File: src/rtl/apb_pkg.sv
// Shared types for the APB requester: FSM states, default widths and
// the response bundle handed back to the command side.
package apb_pkg;

  localparam int DEF_ADDR_W  = 16;
  localparam int DEF_DATA_W  = 32;
  localparam int DEF_TIMEOUT = 16;
  localparam int MAX_DATA_W  = 32;

  typedef enum logic [1:0] {
    IDLE   = 2'd0,
    SETUP  = 2'd1,
    ACCESS = 2'd2
  } apb_state_e;

  typedef struct packed {
    logic [MAX_DATA_W-1:0] rdata;
    logic                  err;
    logic                  timeout;
  } apb_rsp_t;

endpackage

File: src/rtl/apb_master.sv
// APB requester: valid/ready command in, APB transfer out, one-cycle
// response pulse back, with wait-state timeout.
module apb_master
  import apb_pkg::*;
#(
  parameter int ADDR_W      = DEF_ADDR_W,
  parameter int DATA_W      = DEF_DATA_W,
  parameter int TIMEOUT_CYC = DEF_TIMEOUT
) (
  input  logic              clk,
  input  logic              rst,
  input  logic              cmd_valid,
  output logic              cmd_ready,
  input  logic              cmd_write,
  input  logic [ADDR_W-1:0] cmd_addr,
  input  logic [DATA_W-1:0] cmd_wdata,
  output logic              rsp_valid,
  output logic [DATA_W-1:0] rsp_rdata,
  output logic              rsp_err,
  output logic              rsp_timeout,
  output logic [ADDR_W-1:0] PAddr,
  output logic              PWrite,
  output logic              PSel,
  output logic              PEnable,
  output logic [DATA_W-1:0] PWData,
  input  logic [DATA_W-1:0] PRData,
  input  logic              PReady,
  input  logic              PSlvErr
);

  localparam int CW =
    (TIMEOUT_CYC > 0) ? $clog2(TIMEOUT_CYC + 1) : 1;
  localparam logic [CW-1:0] CMAX = '1;

  apb_state_e        state_q, state_d;
  logic [CW-1:0]     wcnt_q, wcnt_d;
  apb_rsp_t          rsp_q, rsp_d;
  logic              vld_q, vld_d;
  logic              rdy_q, rdy_d;
  logic              load;
  logic              tmo_hit;
  logic [ADDR_W-1:0] paddr_q;
  logic [DATA_W-1:0] pwdata_q;
  logic              pwrite_q;

  // Abort once the wait count would reach the limit on this edge.
  always_comb begin
    tmo_hit = 1'b0;
    if (TIMEOUT_CYC != 0)
      tmo_hit = (int'(wcnt_q) + 1) >= TIMEOUT_CYC;
  end

  always_comb begin
    state_d = state_q;
    wcnt_d  = wcnt_q;
    rsp_d   = '0;
    vld_d   = 1'b0;
    load    = 1'b0;
    unique case (state_q)
      IDLE: begin
        if (cmd_valid && rdy_q) begin
          load    = 1'b1;
          wcnt_d  = '0;
          state_d = SETUP;
        end
      end
      SETUP: begin
        state_d = ACCESS;
      end
      ACCESS: begin
        if (PReady) begin
          state_d   = IDLE;
          vld_d     = 1'b1;
          rsp_d.err = PSlvErr;
          if (!pwrite_q)
            rsp_d.rdata[DATA_W-1:0] = PRData;
        end else begin
          if (wcnt_q != CMAX)
            wcnt_d = wcnt_q + 1'b1;
          if (tmo_hit) begin
            state_d       = IDLE;
            vld_d         = 1'b1;
            rsp_d.err     = 1'b1;
            rsp_d.timeout = 1'b1;
          end
        end
      end
      default: begin
        state_d = IDLE;
      end
    endcase
    rdy_d = (state_d == IDLE);
  end

  always_ff @(posedge clk) begin
    if (rst) begin
      state_q  <= IDLE;
      wcnt_q   <= '0;
      rsp_q    <= '0;
      vld_q    <= 1'b0;
      rdy_q    <= 1'b0;
      paddr_q  <= '0;
      pwdata_q <= '0;
      pwrite_q <= 1'b0;
    end else begin
      state_q <= state_d;
      wcnt_q  <= wcnt_d;
      rsp_q   <= rsp_d;
      vld_q   <= vld_d;
      rdy_q   <= rdy_d;
      if (load) begin
        paddr_q  <= cmd_addr;
        pwdata_q <= cmd_wdata;
        pwrite_q <= cmd_write;
      end
    end
  end

  assign cmd_ready   = rdy_q;
  assign rsp_valid   = vld_q;
  assign rsp_rdata   = rsp_q.rdata[DATA_W-1:0];
  assign rsp_err     = rsp_q.err;
  assign rsp_timeout = rsp_q.timeout;
  assign PAddr       = paddr_q;
  assign PWData      = pwdata_q;
  assign PWrite      = pwrite_q;
  assign PSel        = (state_q != IDLE);
  assign PEnable     = (state_q == ACCESS);

endmodule

File: config.mk
export PLATFORM = sky130hd
export DESIGN_NAME = apb_master
export DESIGN_NICKNAME = d
export VERILOG_FILES = /design/src/rtl/apb_pkg.sv /design/src/rtl/apb_master.sv
export SDC_FILE = /design/constraint.sdc
export NUM_CORES = 1
export LEC_CHECK = 0
export CAP_MARGIN = 40
export CORE_AREA = 2 2 128 68
export CTS_CLUSTER_SIZE = 16
export DETAILED_ROUTE_END_ITERATION = 8
export DIE_AREA = 0 0 130 70
export PLACE_DENSITY_LB_ADDON = 0.25
export SLEW_MARGIN = 20
export SYNTH_ARGS = -nofsm -noshare
export SYNTH_HDL_FRONTEND = slang
export SYNTH_SLANG_ARGS = --single-unit
File: constraint.sdc
create_clock -name clk -period 2.4 [get_ports clk]
set_clock_uncertainty 0.05 [all_clocks]
set_input_delay 0.72 -clock clk [delete_from_list [all_inputs] [get_ports clk]]
set_output_delay 0.72 -clock clk [all_outputs]
set_load 0.01 [all_outputs]
==> results of run 1 <==
## cell families (layout without fill, tap and decap cells)
| logic type | count (synthesis) | in the layout | share of synthesized area (%) |
|---|---|---|---|
| compound gates | 61 | 61 | 17.7 |
| fa+ha+maj | 2 | 2 | 0.872 |
| buf+inv | 21 | 202 | 4.41 |
| flops | 92 | 92 | 64.2 |
| mux | 1 | 1 | 0.349 |
| simple gates | 56 | 56 | 12.4 |
## stage by stage
step	cell area, um^2	util (%)	power [mW]
after floorplan	2870	-	1.76
after global placement	4760	58.1	2.02
after detailed placement	4760	58.1	2.03
after CTS	5080	62.0	3.52
after global routing	5090	62.1	3.61
final	5090	62.1	3.47
## flip-flops by register name, summed over array words and instances (netlist names)
signal and flops:
rsp_rdata 32, PWrite 1, wcnt_q 5, cmd_ready 1, rsp_err 1, PAddr 16, rsp_timeout 1, state_q 2
rsp_valid 1, PWData 32
## area by class of cell
cell class	instances	share of cell area, %
Multi-Input combinational cell	120	18.2
Clock buffer	9	4.43
Clock inverter	7	1.80
Sequential cell	92	36.2
Timing Repair Buffer	181	36.2
Inverter	5	0.369
Tap cell	117	2.88
## layer usage
| metal | vias up | GRT usage, % |
|---|---|---|
| li1 | 1180 | - |
| met1 | 1081 | 20.9 |
| met2 | 89 | 24.4 |
| met3 | 6 | 8.28 |
| met4 | 0 | 5.73 |
| met5 | - | 0 |
## cell usage in the layout, fill, tap and decap left out, types with 2 or more instances in the layout
cell             synthesis  layout
clkbuf_16                0       9
and2_1                  33      32
buf_4                    0       5
a22o_1                  49      49
clkinv_2                 0       3
a21oi_1                  5       5
inv_1                    5       5
nor3_1                   2       2
clkdlybuf4s50_1          0     172
buf_12                   0       4
a211oi_1                 2       2
nand3_1                  6       6
bufinv_16                0       2
ha_1                     2       2
nand2_1                  2       2
dfxtp_1                 92      92
nand2b_1                 3       2
## worst reg2reg max path: stages, from the launching register on
cell,delay (ps)
dfxtp_1,350
ha_1,240
and3_1,190
ha_1,190
or4b_1,620
a21oi_1,230
mux2i_1,190
## how the worst max path moves through the flow
| stage | slack [ps] | to | from |
|---|---|---|---|
| floorplan | 450 | wcnt_q[3] | wcnt_q[0] |
| global placement | 140 | wcnt_q[2] | PReady |
| detailed placement | 110 | wcnt_q[3] | PReady |
| CTS | 5 | PEnable | state_q[0] |
| global route | 40 | PEnable | state_q[0] |
| finish | 130 | PEnable | state_q[1] |
## repair_timing
action	in CTS	in global routing
buffers inserted	0	0
setup endpoints to repair	0	1
resized for setup	0	2
## power groups by stage
stage | clock network [mW] | logic, mW | registers, mW
after global placement | 0 | 0.385 | 1.64
final | 1.48 | 0.387 | 1.61
after global routing | 1.58 | 0.414 | 1.61
after floorplan | 0 | 0.0972 | 1.66
after detailed placement | 0 | 0.388 | 1.64
after CTS | 1.52 | 0.389 | 1.61
==> summary.txt, run 1 <==
Run status
  • Run status: complete, no violations

Critical path
  • Reg-to-reg endpoint: wcnt_q[3]
  • CP bufs+invs: 2
  • Slowest cell on the critical path: clkdlybuf4s50_1
  • Critical-path cell list: nand2b_4 -> inv_1 -> clkdlybuf4s50_1
  • Reg2reg start: wcnt_q[0]
  • Crit path largest cell delay: 530 ps
  • Worst EP required: 1630 ps
  • CP delay by family, top: buffers and inverters
  • FF-to-FF path depth: 6
  • Setup CP Type: flip-flop to output pin
  • CP Max Fanout: 7
  • Critical Path AT: 1500 ps
  • Stages on worst setup path: 3
  • CP Launch Type: flip-flop
  • Worst reg-to-reg setup slack: 290 ps
  • CP Capture Type: output pin

Yosys
  • Top cells by area, synth: dfxtp_1 64%, a22o_1 15%, and2_1 7.2%, buf_6 2.0%, buf_2 1.4%
  • Mapped Avg Cell Area: 12.3 um^2
  • Post-synth EDFFs: 0
  • Mapped cell area: 2870 um^2
  • Most frequent cell after synthesis: dfxtp_1
  • #FFs+latches synth: 92
  • Post-synth top cells: 92 x dfxtp_1, 49 x a22o_1, 33 x and2_1, 8 x buf_2, 6 x nand3_1
  • Count of cell types in the netlist: 30
  • Yosys warnings: 0
  • Synth area leader: dfxtp_1
  • Async set-reset flop share out of synthesis: 0%
  • Dominant synthesized flop cell: dfxtp_1
  • Cell count after synthesis: 233
  • Syn nets: 321
  • Yosys top cell area share: ~64%
  • Seq/Total Area, Yosys: 64.2%

Die
  • I/O Pins: approximately 170
  • Site Rows: 24
  • Die area: approximately 9000 um^2
  • Die Ht: 70 um
  • Core ar.: 8200 um^2
  • DIE WIDTH: between 100 and 150 um
  • Starting density of the core: 35.0%

CTS
  • Clk buf depth: 2
  • Root Driver: clkbuf_16
  • Clk pin slew, worst setup/hold paths: 60 ps
  • Worst-Skew Late Latency: 330 ps
  • CTS tree: yes
  • Hold-fix buffers at CTS: 0
  • H-tree Lvls: 3
  • Sink Count: 92
  • CTS Buf Count: 9

Placement
  • RePlAce Congestion: just under 0.8
  • DP Cell Count: just over 500
  • HPWL after DPL: 5.36 mm
  • Number of port buffers: approximately 170
  • Worst slack, placed: 111 ps

Layout
  • Final #Nets: between 400 and 500
  • FF+latch area: 1840 um^2
  • Synth-to-Final Area Change: 77.4%
  • FILL cells: between 600 and 700
  • Share of layout cells above drive strength 1: 7.25%
  • Multi-input combinational cell area: 925 um^2
  • Finished Layout Cells: 531
  • Ant diodes: 0

STA
  • Fmax: 0.441 GHz
  • Final count of negative-setup-slack endpoints: 0
  • Minimum clock period: 2270 ps
  • RSZ-0062 raised after global routing: no
  • Period utilisation layout: 94.5%
  • Slew headroom: around 73%
  • Final worst slack: 133 ps
  • Hold slack: 431 ps
  • Post-Route Setup TNS: 0 ps
  • Final hold vios: 0
  • Pins Over Slew Limit: 0
  • Worst-Margin Slew: 391 ps

Power
  • Switching power: 0.724 mW
  • Peak VDD IR: 0.446 mV
  • Pwr/cell area: 682 nW/um^2
  • Comb pwr share: between 10% and 20%
  • Switching Share: 20.9%
  • P_leak: 1.96 nW
  • Seq pwr share: 46.3%
  • Clock power frac: 42.5%
  • Power Internal: 2.75 mW

Global routing
  • Pin count of the biggest net entering global routing: 45
  • Initial antenna violation count: 0
  • First-pass GRT wire length: 11.6 mm
  • Global-route usage over all layers: between 10% and 20%
  • Number of global-route vias before repair: 2335
  • Gr ovfl total: 0

Detailed routing
  • Routed len/inst: 13.8 um
  • Initial DRC Count: 91
  • First-pass DRT Iterations: 4
  • Top sig layer: met4
  • Vias per std cell: 4.44
  • M1 wire length: 3.36 mm
  • DR vias: 2356
  • Residual DRC count: 0
  • Final wirelength: 7.30 mm
  • Antenna viol nets, final: 0
  • DR WL met3: 690 um
  • Met2 WL post-DR: ~3.2 mm

Hold path
  • Min-delay src: PWData[0]
  • Hold Path Class: flip-flop to flip-flop
  • Hold Path Sink: PWData[0]
  • Worst hold stages: 1

Run
  • Max-cap check violation count: 0
Power figures use the tool's default switching activity.
==> run 2, diff against run 1 <==
--- a/config.mk
+++ b/config.mk
@@ -7,6 +7,7 @@
 export LEC_CHECK = 0
 export CAP_MARGIN = 40
 export CORE_AREA = 2 2 128 68
+export CTS_BUF_LIST = sky130_fd_sc_hd__clkbuf_4 sky130_fd_sc_hd__clkbuf_8 sky130_fd_sc_hd__clkbuf_16
 export CTS_CLUSTER_SIZE = 16
 export DETAILED_ROUTE_END_ITERATION = 8
 export DIE_AREA = 0 0 130 70
==> results of run 2 <==
Same layout as run 1: the final DEF is identical, and so are final timing and power.
